### config.mk
export PLATFORM = sky130hd
export DESIGN_NAME = bram_bank_wr_demux
export DESIGN_NICKNAME = d
export VERILOG_FILES = /design/src/rtl/bram_bank_wr_demux.sv
export SDC_FILE = /design/constraint.sdc
export NUM_CORES = 1
export LEC_CHECK = 0
export ABC_CLOCK_PERIOD_IN_PS = 3300
export CAP_MARGIN = 10
export CORE_AREA = 5 5 283 285
export CTS_BUF_LIST = sky130_fd_sc_hd__clkbuf_8
export DETAILED_ROUTE_END_ITERATION = 7
export DIE_AREA = 0 0 288 290
export PLACE_DENSITY = 0.7
export SLEW_MARGIN = 5
export SYNTH_ARGS = -nofsm -noshare
export SYNTH_HDL_FRONTEND = slang
export SYNTH_SLANG_ARGS = --single-unit
export TNS_END_PERCENT = 30
### constraint.sdc
create_clock -name clk -period 3.3 [get_ports clk]
set_input_delay 0.66 -clock clk [delete_from_list [all_inputs] [get_ports clk]]
set_output_delay 0.66 -clock clk [all_outputs]
set_load 0.005 [all_outputs]
### src/rtl/bram_bank_wr_demux.sv
`default_nettype none
// ============================================================================
// Module      : bram_bank_wr_demux
// Description : Registered write demultiplexer that steers a linear write
//               stream into BANK_NUM BRAM banks. Adds valid/ready handshake,
//               broadcast writes, per-bank fill counters with frame-complete
//               detection and sticky error flags.
// Revision    : 1.0 - initial release
// ============================================================================
module bram_bank_wr_demux #(
    parameter int ADDR_WIDTH = 14,
    parameter int DATA_WD    = 32,
    parameter int BANK_NUM   = 16,
    parameter int BANK_AW    = 8,
    parameter int SEL_LSB    = 9
) (
    input  logic                          clk,
    input  logic                          rst,
    input  logic                          i_valid,
    output logic                          o_ready,
    input  logic [ADDR_WIDTH-1:0]         i_addr,
    input  logic [DATA_WD-1:0]            i_data,
    input  logic                          i_bcast,
    input  logic [BANK_AW:0]              i_frame_words,
    input  logic                          i_clear,
    output logic [BANK_NUM-1:0]           o_bank_we,
    output logic [BANK_NUM*BANK_AW-1:0]   o_bank_addr,
    output logic [BANK_NUM*DATA_WD-1:0]   o_bank_data,
    output logic [BANK_NUM-1:0]           o_bank_done,
    output logic                          o_frame_done,
    output logic                          o_frame_done_pulse,
    output logic                          o_err_sel,
    output logic                          o_err_ovf
);

    // Bank-select field width and per-bank counter width.
    localparam int c_sel_w = $clog2(BANK_NUM);
    localparam int c_cnt_w = BANK_AW + 1;

    // Elaboration-time guard against an unusable address layout.
    generate
        if ((BANK_NUM < 2) || (BANK_NUM > 64) || (SEL_LSB < BANK_AW) ||
            (SEL_LSB + c_sel_w > ADDR_WIDTH)) begin : g_bad_params
            $error("bram_bank_wr_demux: illegal parameter combination");
        end
    endgenerate

    logic                  w_accept;
    logic [c_sel_w-1:0]    w_sel;
    logic                  w_sel_ok;
    logic [BANK_AW-1:0]    w_la;
    logic                  w_target_on;
    logic [BANK_NUM-1:0]   w_hit;
    logic [BANK_NUM-1:0]   w_we;
    logic [BANK_NUM-1:0]   w_done;
    logic                  w_all_done;
    logic                  w_unused_addr_bits;

    logic                  r_frame_done;
    logic                  r_frame_done_pulse;
    logic                  r_err_sel;
    logic                  r_err_ovf;

    // Beats are refused while in reset, while clearing, and once the frame
    // is complete, so a finished frame is never overwritten by stray beats.
    assign o_ready  = ~rst & ~r_frame_done & ~i_clear;
    assign w_accept = i_valid & o_ready;

    // Address decomposition; bits between the in-bank address and the
    // select field (and above it) carry no meaning here.
    assign w_sel    = i_addr[SEL_LSB +: c_sel_w];
    assign w_la     = i_addr[BANK_AW-1:0];
    assign w_sel_ok = (32'(w_sel) < 32'(BANK_NUM));
    assign w_unused_addr_bits = ^i_addr;

    // A zero target means "unlimited": counters free-run and never finish.
    assign w_target_on = |i_frame_words;
    assign w_all_done  = &w_done;

    generate
        for (genvar b = 0; b < BANK_NUM; b++) begin : g_bank
            logic [c_cnt_w-1:0] r_cnt;
            logic               r_we;
            logic [BANK_AW-1:0] r_addr;
            logic [DATA_WD-1:0] r_data;

            // Bank is addressed by this beat, either directly or by broadcast.
            assign w_hit[b]  = w_accept &
                               (i_bcast | (w_sel_ok & (w_sel == c_sel_w'(b))));
            // Done is evaluated against the live target so retargeting
            // mid-frame takes effect at once; equality means a target lowered
            // below the count simply never matches.
            assign w_done[b] = w_target_on & (r_cnt == i_frame_words);
            // Writes to a finished bank are dropped (and flagged below).
            assign w_we[b]   = w_hit[b] & ~w_done[b];

            // Per-bank fill counter, advanced on every write actually issued.
            always_ff @(posedge clk) begin
                if (rst || i_clear) begin
                    r_cnt <= '0;
                end else if (w_we[b]) begin
                    r_cnt <= r_cnt + c_cnt_w'(1);
                end
            end

            // One-cycle output register; idle lanes are driven to zero.
            always_ff @(posedge clk) begin
                if (rst || i_clear) begin
                    r_we   <= 1'b0;
                    r_addr <= '0;
                    r_data <= '0;
                end else begin
                    r_we   <= w_we[b];
                    r_addr <= w_we[b] ? w_la   : '0;
                    r_data <= w_we[b] ? i_data : '0;
                end
            end

            assign o_bank_we[b]                      = r_we;
            assign o_bank_addr[b*BANK_AW +: BANK_AW] = r_addr;
            assign o_bank_data[b*DATA_WD +: DATA_WD] = r_data;
            assign o_bank_done[b]                    = w_done[b];
        end
    endgenerate

    // Frame-complete level (held until clear) and its rising-edge pulse.
    always_ff @(posedge clk) begin
        if (rst || i_clear) begin
            r_frame_done       <= 1'b0;
            r_frame_done_pulse <= 1'b0;
        end else begin
            r_frame_done_pulse <= w_all_done & ~r_frame_done;
            if (w_all_done) begin
                r_frame_done <= 1'b1;
            end
        end
    end

    // Sticky error flags: bad bank select, and writes aimed at finished banks.
    always_ff @(posedge clk) begin
        if (rst || i_clear) begin
            r_err_sel <= 1'b0;
            r_err_ovf <= 1'b0;
        end else begin
            if (w_accept && !i_bcast && !w_sel_ok) begin
                r_err_sel <= 1'b1;
            end
            if (|(w_hit & w_done)) begin
                r_err_ovf <= 1'b1;
            end
        end
    end

    assign o_frame_done       = r_frame_done;
    assign o_frame_done_pulse = r_frame_done_pulse;
    assign o_err_sel          = r_err_sel;
    assign o_err_ovf          = r_err_ovf;

endmodule
`default_nettype wire

# Word-level counts from Yosys, hierarchy flattened
# Cells that the tools add are included.
totals:
  mem_count: 0
  output_inout_bits: 677
  ram_bits: 0
  regBits: 803
  mem_bits_ro: 0
  latch_bits: 0
  wordCells: 239
classes:
  div: 0
  addsub: 16
  bitwise_logic: 104
  shift: 0
  n_lt_le_gt_ge: 0
  mux: 0
  eq_ne: 31
  multipliers: 0
  reduce_logical: 21
ops:
  columns: ["op", "n"]
  rows:
  - ["9-bit by 1-bit adder with 9-bit output, second input constant", 16]
  - ["9-bit == test", 16]
  - ["1-bit AND", 52]
  - ["1-bit NOT", 35]
  - ["4-bit == test, second input constant", 8]
  - ["2-bit OR reduction", 16]
  - ["16-bit AND", 1]
  - ["4-bit by 3-bit == test with 1-bit output, second input constant", 4]
  - ["1-bit bitwise OR", 16]
  - ["16-bit AND reduction", 1]
  - ["16-bit OR reduction", 1]
  - ["9-bit OR reduction", 1]
  - ["4-bit by 2-bit == test with 1-bit output, second input constant", 2]
  - ["4-bit by 1-bit == test with 1-bit output, second input constant", 1]
  - ["4-bit logical NOT", 1]
  - ["1-bit logical OR", 1]

# Logic depth before layout (Yosys ltp)
# Gate-level depths: netlist of the first run.
logic_depth:
  depth_word: 8
  mapped_depth: 11
  ltp_nobuf: 8

# Worst setup path after synthesis of the first run
# Ideal clock, no wire load.
synth_timing:
  path_kind: "input to output"
  from: "in i_frame_words[3]"
  to: "out o_bank_done[14]"
  stages: 7
  n_path_buf: 3
  arrival_time_ns: 2.273
  path_slack_ns: 0.367
  cell_sequence: "buf_4 > or4_4 > nor4_4 > or4_1 > clkbuf_1 > clkbuf_1 > inv_1"
synth_via:
  elab_chain_cells: 2
  elab_cells_between_ends: 3
  cone_classes: "1 x eq/ne; 1 x bitwise; 1 x reduce/logical"
synth_lines:
  columns: ["element", "line", "rtl"]
  rows:
  - ["start: declaration", "24", "input logic [BANK_AW:0] i_frame_words,"]
  - ["9-bit == test / 9-bit OR reduction (equally long branches)", "93, 77", null]
  - ["1-bit AND (*)", "93", "assign w_done[b] = w_target_on & (r_cnt == i_frame_words);"]
  - ["end: declaration", "29", "output logic [BANK_NUM-1:0] o_bank_done,"]
# Every way passes the cells marked *; elsewhere a longest branch is shown, timed or not.

# Final worst setup path of the first run
layout_timing:
  from: "in i_frame_words[7]"
  to: "out o_bank_done[12]"
# Same word-level chain as after synthesis.

==> out/metrics.sh, run 1 <==
RUN_STATUS='complete, but fails checks'
VIOLATIONS='negative setup slack'
DRT_PASS1_ITERATIONS=5
MOSTFREQUENTLAYOUTCELL='dfxtp_1'
DRIVE_GT1_FRAC=0.110
CLK_PIN_SLEW_PS=70
GRT_MAX_DEGREE=56
POWER_FRAC_SEQ=0.507
YOSYS_MOST_USED_DFF='dfxtp_1'
P_CLK_FRAC=0.434
POSTLAYOUTSETUPSLACKWORST_PS=-44.8
TOTAL_POWER_mW=19.5
INTPOWER_mW=14.8
PLACE.DETAILED.HPWL_UM=67700
SYNTH_COMPOUND_GATE_AREA_SHARE=0.0146
NET_COUNT_AFTER_SYNTHESIS=2515
WORST_PATH_CLASS_SETUP='in -> out'
FP.DIEW_UM=288
MAXIMUM_BUFFER_DEPTH_OF_THE_CLOCK_TREE=3
SYNTHESIS.AREA_PER_INSTANCE_SQ_UM=10.8
SYNTHESIS.AREA_SQ_MM=0.0262
PORT-BUFFER-COUNT=733
FILLER_CELL_COUNT=6909
FINAL-HOLD-VIOLATION-COUNT=0
SYNTH.MUX.AREA_FRACTION=0.00458
P_COMB_FRAC=0.059
SWITCHINGPOWER_mW=4.73
ROUTE.VIAS.TOTAL=19600
VIASPERCELL=4.45
DRT.ANTENNA.VIOLATING_NETS=0
TIMING_MAX_TRANSITION_VIOLATIONS_FINAL=0
FINAL-SETUP-VIOL-COUNT=1
SEQUENTIAL_CELL_AREA_SQ_MM=0.0161
CRIT_PATH_END_KIND='output port'
CTS_HOLD_REPAIR.BUFFERS=0
FINAL_NET_COUNT=3339
CLK_LATENCY_PS=790
CLOCK_TREE.HTREE_LEVEL_COUNT=4
DP_CELLS=4164
DATA_REQUIRED_TIME_AT_THE_WORST_ENDPOINT_PS=2640
DRC=0
POWER_PER_CELL_AREA_mW_PER_MM2=509
RSZ_0062_RAISED_AFTER_GLOBAL_ROUTING='true'
IO-PIN-COUNT=737
CELL_AT_THE_ROOT_OF_THE_CLOCK_TREE='clkbuf_8'
INITIALDRTVIOLATIONCOUNT=1053
FMAX_MHz=299
SYNTHADDERAREAFRAC=0.00763
FINALCOREUTILIZATION=0.497
VIA_COUNT_OF_THE_FIRST_GLOBAL_ROUTING_PASS=19300
POST_SYNTH_XOR_AREA_FRACTION=0.0872
TIMING.MAX_SLEW.REL_SLACK=0.320
SYNTH_ENABLE_FLOP_CELLS=0
AREA_OCCUPIED_BY_MULTI_INPUT_GATES_SQ_MM=0.00950
ROUTABILITYCONGESTION=0.870
GROUTE.USAGE.OVERALL=0.219
ASYNC_FLOP_SHARE=0
WORST_CLOCK_SKEW_PS=53.9
TRITONCTS='built'
COMBINATIONAL_FAMILY_WITH_THE_MOST_AREA_AFTER_SYNTHESIS='simple AND/OR/NAND/NOR gates'
YS.WARNINGS.COUNT=0
FINAL-INSTANCE-COUNT-EXCL-FILL=4404
MAXIMUM_FANOUT_ALONG_THE_WORST_PATH=6
STATIC-LEAKAGE-POWER_nW=15.1
GRT_PASS1_WL_UM=136000
SETUP.WORST_PATH.START_CLASS='input port'
MIN_PERIOD_OVER_PERIOD=1.01
FIN_HOLD_WS_PS=516
SWSHARE=0.243
LAYOUT.CELLS.MOST_COMMON_LIST='dfxtp_1, clkdlybuf4s50_1, and2_1'
HOLD_PATH.CLASS='reg -> reg'
CRITICAL_PATH_ARRIVAL_PS=2680
PORTION_OF_THE_POST_SYNTHESIS_AREA_USED_BY_SEQUENTIAL_ELEMENTS=0.613
WORSTMARGINPINSLEW_PS=1020
POST_DRT_WL_PER_CELL_UM=21.6
NUMCTSBUFFERS=135
SYNTH_CELL_TYPE_COUNT=54
POSTSYNTHCELLCOUNT=2439
IR_DROP_mV=0.438
DIE_HEIGHT_UM=290
GRT-OVFL-TOTAL=0
INITIAL_CORE_UTIL=0.340
NUMBER_OF_ANTENNA_VIOLATIONS_AT_THE_FIRST_CHECK_IN_GLOBAL_ROUTING=9
PLACEMENTROWS=102
CTS_SINKS=803
POST_SYNTH_AND_OR_NAND_NOR_AREA_FRACTION=0.240
DRT-TOTAL-WL_UM=95100
FIN_CRIT_PS=3340
AREA_DELTA_SYNTH_FINAL_PCT=46.0
DIE_AREA_SQ_MM=0.0835
CORE_AREA_SQ_MM=0.0771
SETUP_TOTAL_NEGATIVE_SLACK_PS=-44.8
YOSYS_REGISTER_BITS=803
TIMING.MAX_CAP.VIOLATIONS=0
[per-layer routing]
metal / vias up / GRT usage / share of wire
li1: 9409 / - / -
met5: - / 0.00698 / 0.00086
met3: 205 / 0.0740 / 0.093
met4: 2 / 0.0962 / 0.044
met2: 811 / 0.368 / 0.48
met1: 9190 / 0.252 / 0.38
[final cells by class]
type                            count  area share
Tap cell                         1040      0.0340
Inverter                            9    0.000948
Multi-Input combinational cell   1439       0.248
Clock buffer                      152      0.0546
Clock inverter                     77      0.0125
Sequential cell                   803       0.420
Antenna cell                        9    0.000588
Timing Repair Buffer              875       0.230
[critical path, stage by stage]
cell	delay (ps)
clkdlybuf4s50_1	500
buf_12	150
buf_4	150
xnor2_1	120
nand4_1	180
nor4_4	340
clkdlybuf4s50_1	590
[power by group through the flow]
stage,registers (mW),clock network [mW],logic [mW]
6_report,9.89,8.46,1.15
5_1_grt,9.90,9.18,1.22
4_1_cts,9.89,8.70,1.16
3_5_place_dp,10.1,0,1.15
3_3_place_gp,10.1,0,1.15
2_1_floorplan,10.1,0,0.391
[synth_stat cells (7+ instances only)]
cell type	instances	area (sq um)
nor4_1	20	125
and3_1	100	626
xnor2_1	189	1660
buf_2	29	145
and2_1	589	3680
o21ai_0	18	90.1
nand2_1	82	308
nor3_1	12	60.1
inv_1	8	30.0
mux2i_1	12	120
nand3_1	39	195
o211ai_1	7	52.6
nand4_1	55	344
nor2_1	149	559
buf_4	19	143
xor2_1	72	631
clkbuf_1	133	499
ha_1	16	200
a21oi_1	9	45.0
dfxtp_1	803	16100
[stage by stage]
step / setup WS, ps / instance area, sq um
floorplan: 367 / 26200
global placement: -470 / 35600
detailed placement: -487 / 35600
CTS: -31.9 / 38200
global route: -53.4 / 38300
finish: -44.8 / 38300
[path summary, 6_finish.rpt]
kind                       startpoint             endpoint  slack (ps)  depth (start not counted)
setup / recovery     i_frame_words[7]      o_bank_done[12]         -40                          7
hold / removal    g_bank[10].r_cnt[8]  g_bank[10].r_cnt[8]         520                          2
setup reg to reg   g_bank[2].r_cnt[0]   g_bank[2].r_cnt[3]         900                          8
hold reg to reg   g_bank[10].r_cnt[8]  g_bank[10].r_cnt[8]         520                          2
[cells by family after synthesis]
group | Yosys count
mux | 12
fa+ha+maj | 16
flops | 803
buf+inv | 197
simple gates | 1090
compound gates | 59
other cells | 1
xor+xnor | 261
[repair_timing]
action | in CTS | in global routing
gates cloned | 0 | 0
buffers inserted | 2 | 0
pin swaps | 5 | 3
resized for setup | 38 | 10
setup endpoints to repair | 16 | 9
[registers in the layout, summed over array words and instances, names as in the netlist]
name and count:
g_bank.r_addr 128, o_frame_done_pulse 1, g_bank.r_cnt 144, o_err_ovf 1, o_frame_done 1, g_bank.r_we 16
g_bank.r_data 512
Note: power is estimated with default switching activity, not from simulation.
==> inputs of run 2 (changes only) <==
- PLACE_DENSITY: 0.7 -> unset
- PLACE_DENSITY_LB_ADDON: unset -> 0.2
==> run 2 against run 1 <==
Compared with the run above:
- the run now ends clean
- worst setup slack improved by 65 ps
- via count rose by 1.4%
- sequential share of layout area is 0.42 points lower
- clock skew rose by 13 ps
- first-iteration DRC count shrank 12%
- die area did not move
- maximum frequency up 2.0%
- worst hold slack got worse by 8.3 ps
- power is 4.6% higher
==> out/metrics.sh, run 2 (synthesized netlist as in run 1, its figures left out) <==
RUN_STATUS='finished, final reports clean'  # was complete, but fails checks
FIN_HOLD_WS_PS=508  # was 516 ps
INITIAL_CORE_UTIL=0.340  # unchanged
IO-PIN-COUNT=737  # unchanged
HOLD_PATH.CLASS='reg -> reg'  # unchanged
WORST_R2R_END='o_frame_done_pulse'  # was g_bank[2].r_cnt[3]
GRT-OVFL-TOTAL=0  # unchanged
DRC=0  # unchanged
FINAL_NET_COUNT=3356  # was 3,339
CRITICAL_PATH_START='i_frame_words[3]'  # was i_frame_words[7]
FINALCOREUTILIZATION=0.502  # was 0.497
PLACE.DETAILED.HPWL_UM=73300  # was 67,700 um
FIN_CRIT_PS=3280  # was 3340 ps
ROUTABILITYCONGESTION=0.875  # was 0.870
PRE_CTS_WS_PS=-480  # was -487 ps
CLK_LATENCY_PS=790  # about the same
LARGEST_REGISTER_FF_COUNT=512  # unchanged
FILLER_CELL_COUNT=7054  # was 6,909
GLOBALROUTE.BUSIESTLAYER='met2'  # unchanged
MAXIMUM_FANOUT_ALONG_THE_WORST_PATH=4  # was 6
FP.DIEW_UM=288  # unchanged
SETUP.WORST_PATH.START_CLASS='input port'  # unchanged
MOSTFREQUENTLAYOUTCELL='dfxtp_1'  # unchanged
POSTLAYOUTSETUPSLACKWORST_PS=20.6  # was -44.8 ps
NUMBER_OF_ANTENNA_VIOLATIONS_AT_THE_FIRST_CHECK_IN_GLOBAL_ROUTING=8  # was 9
CTS_SINKS=803  # unchanged
GRT.MET2_USAGE=0.402  # was 0.368
TIMING.HOLD.WORST.START='o_frame_done'  # was g_bank[10].r_cnt[8]
CLOCK_TREE.HTREE_LEVEL_COUNT=4  # unchanged
WORSTMARGINPINSLEW_PS=1090  # was 1020 ps
IR_DROP_mV=0.403  # was 0.438 mV
TIMING.MAX_CAP.VIOLATIONS=0  # unchanged
FINAL_INSTANCE_AREA_SQ_MM=0.0387  # was 0.0383 sq mm
DIE_AREA_SQ_MM=0.0835  # unchanged
CRIT_PATH_END_KIND='output port'  # unchanged
AREA_DELTA_SYNTH_FINAL_PCT=47.5  # was 46.0%
POSTPLACECELLAREA_SQ_MM=0.0355  # was 0.0356 sq mm
WORST_PATH_CLASS_SETUP='in -> out'  # unchanged
POWER_PER_CELL_AREA_mW_PER_MM2=527  # was 509 mW/mm^2
NUMCTSBUFFERS=138  # was 135
VIA_COUNT_OF_THE_FIRST_GLOBAL_ROUTING_PASS=20000  # was 19,300
CRITICAL_PATH_ARRIVAL_PS=2620  # was 2680 ps
CLK_PIN_SLEW_PS=60  # was 70 ps
GRT_PASS1_WL_UM=144000  # was 136,000 um
LAYOUT.CELLS.MOST_COMMON_LIST='dfxtp_1, clkdlybuf4s50_1, and2_1'  # unchanged
GLOBAL_ROUTE.USAGE.MET1=0.262  # was 0.252
GRT_MAX_DEGREE=68  # was 56
TIMING_MAX_TRANSITION_VIOLATIONS_FINAL=0  # unchanged
PLACEMENTROWS=102  # unchanged
REGISTERS.TOP_BY_FF_COUNT='g_bank.r_data'  # unchanged
DATA_REQUIRED_TIME_AT_THE_WORST_ENDPOINT_PS=2640  # about the same
WORST_CLOCK_SKEW_PS=67.1  # was 53.9 ps
REG2REG_SLACK_PS=750  # was 900 ps
DRT.ANTENNA.VIOLATING_NETS=0  # unchanged
WORSTHOLDPATHCELLS=2  # unchanged
DIE_HEIGHT_UM=290  # unchanged
DRT_PASS1_ITERATIONS=5  # unchanged
MIN_PERIOD_OVER_PERIOD=0.994  # was 1.01
TRITONCTS='built'  # unchanged
POST_DRT_WL_PER_CELL_UM=22.8  # was 21.6 um
FINAL-INSTANCE-COUNT-EXCL-FILL=4434  # was 4,404
LARGEST_REGS='g_bank.r_data: 512 flops, g_bank.r_cnt: 144 flops, g_bank.r_addr: 128 flops'  # unchanged
SETUP_TOTAL_NEGATIVE_SLACK_PS=0  # was -44.8 ps
PORT-BUFFER-COUNT=733  # unchanged
TOTAL_POWER_mW=20.4  # was 19.5 mW
DRIVE_GT1_FRAC=0.119  # was 0.110
FMAX_MHz=305  # was 299 MHz
CORE_AREA_SQ_MM=0.0771  # unchanged
ROUTE.VIAS.TOTAL=19900  # was 19,600
FINAL-HOLD-VIOLATION-COUNT=0  # unchanged
WORST_HOLD_PATH.ENDPOINT='o_frame_done'  # was g_bank[10].r_cnt[8]
RR_STARTPOINT='g_bank[14].r_cnt[6]'  # was g_bank[2].r_cnt[0]
STATIC-LEAKAGE-POWER_nW=15.3  # was 15.1 nW
FINAL-SETUP-VIOL-COUNT=0  # was 1
INITIALDRTVIOLATIONCOUNT=930  # was 1,053
GRT.MET3_USAGE=0.0758  # was 0.0740
DP_CELLS=4166  # was 4,164
GROUTE.USAGE.OVERALL=0.233  # was 0.219
MAXIMUM_BUFFER_DEPTH_OF_THE_CLOCK_TREE=3  # unchanged
TIMING.MAX_SLEW.REL_SLACK=0.272  # was 0.320
DRT-TOTAL-WL_UM=101000  # was 95,100 um
CELL_AT_THE_ROOT_OF_THE_CLOCK_TREE='clkbuf_8'  # unchanged
RR_WORST_DEPTH=8  # unchanged
VIASPERCELL=4.49  # was 4.45
run 2: changes by cell type in the layout (fill, tap and decap cells not counted), moves of 2 or more:
cell / delta
clkbuf_8: +22
clkbuf_2: +3
nor4_2: -2
clkinvlp_4: -2
dfxtp_1: -2
buf_12: -8
bufinv_16: +3
buf_6: +8
nor4_4: +2
dfxtp_2: +2
buf_4: +14
clkdlybuf4s50_1: -5
clkinv_2: -6
dlymetal6s2s_1: +2
run 2: metal layers:
layer  vias to the layer above  share of wire
met5                         -              0
met2                       716           0.50
met1                      9511           0.38
li1                       9466              -
met3                       198          0.077
met4                         0          0.043
run 2: how the worst max path moves through the flow:
stage / endpoint / cells after the start / slack (ps)
final: o_bank_done[4] / 9 / 20
after global routing: o_bank_done[4] / 9 / -6
after CTS: o_bank_done[13] / 9 / -130
after detailed placement: o_bank_done[0] / 7 / -480
after global placement: o_bank_done[0] / 7 / -510
after floorplan: o_bank_done[14] / 7 / 370
run 2: report_power, final:
| group | internal, mW | switching [mW] | total [mW] |
|---|---|---|---|
| Clock | 5.14 | 4.20 | 9.35 |
| Sequential | 9.85 | 0.0474 | 9.90 |
| Combinational | 0.552 | 0.608 | 1.16 |
| Total | 15.5 | 4.86 | 20.4 |
run 2: critical path, cell delays in order:
cell and delay (ps):
clkdlybuf4s15_1 230, or4_4 510, nor4_4 370, buf_6 180, buf_4 120, buf_6 110
nor4_4 50, buf_12 130, dlygate4sd2_1 260
run 2: final cells by class:
type / instances / area [sq um] / share of cell area
diodes: 9 / 22.5 / 0.000582
well taps: 1040 / 1300 / 0.0336
clock buffers: 174 / 2390 / 0.0619
clock inverters: 71 / 524 / 0.0136
repair buffers: 889 / 8810 / 0.228
flip-flops and latches: 803 / 16100 / 0.416
multi-input cells: 1439 / 9520 / 0.246
inverters: 9 / 36.3 / 0.000938
run 2: timing repair:
action	4_1_cts	5_1_grt
resized for setup	54	14
buffers inserted	10	4
hold endpoints to repair	0	0
hold buffers	0	0
setup endpoints to repair	16	4
pin swaps	5	3
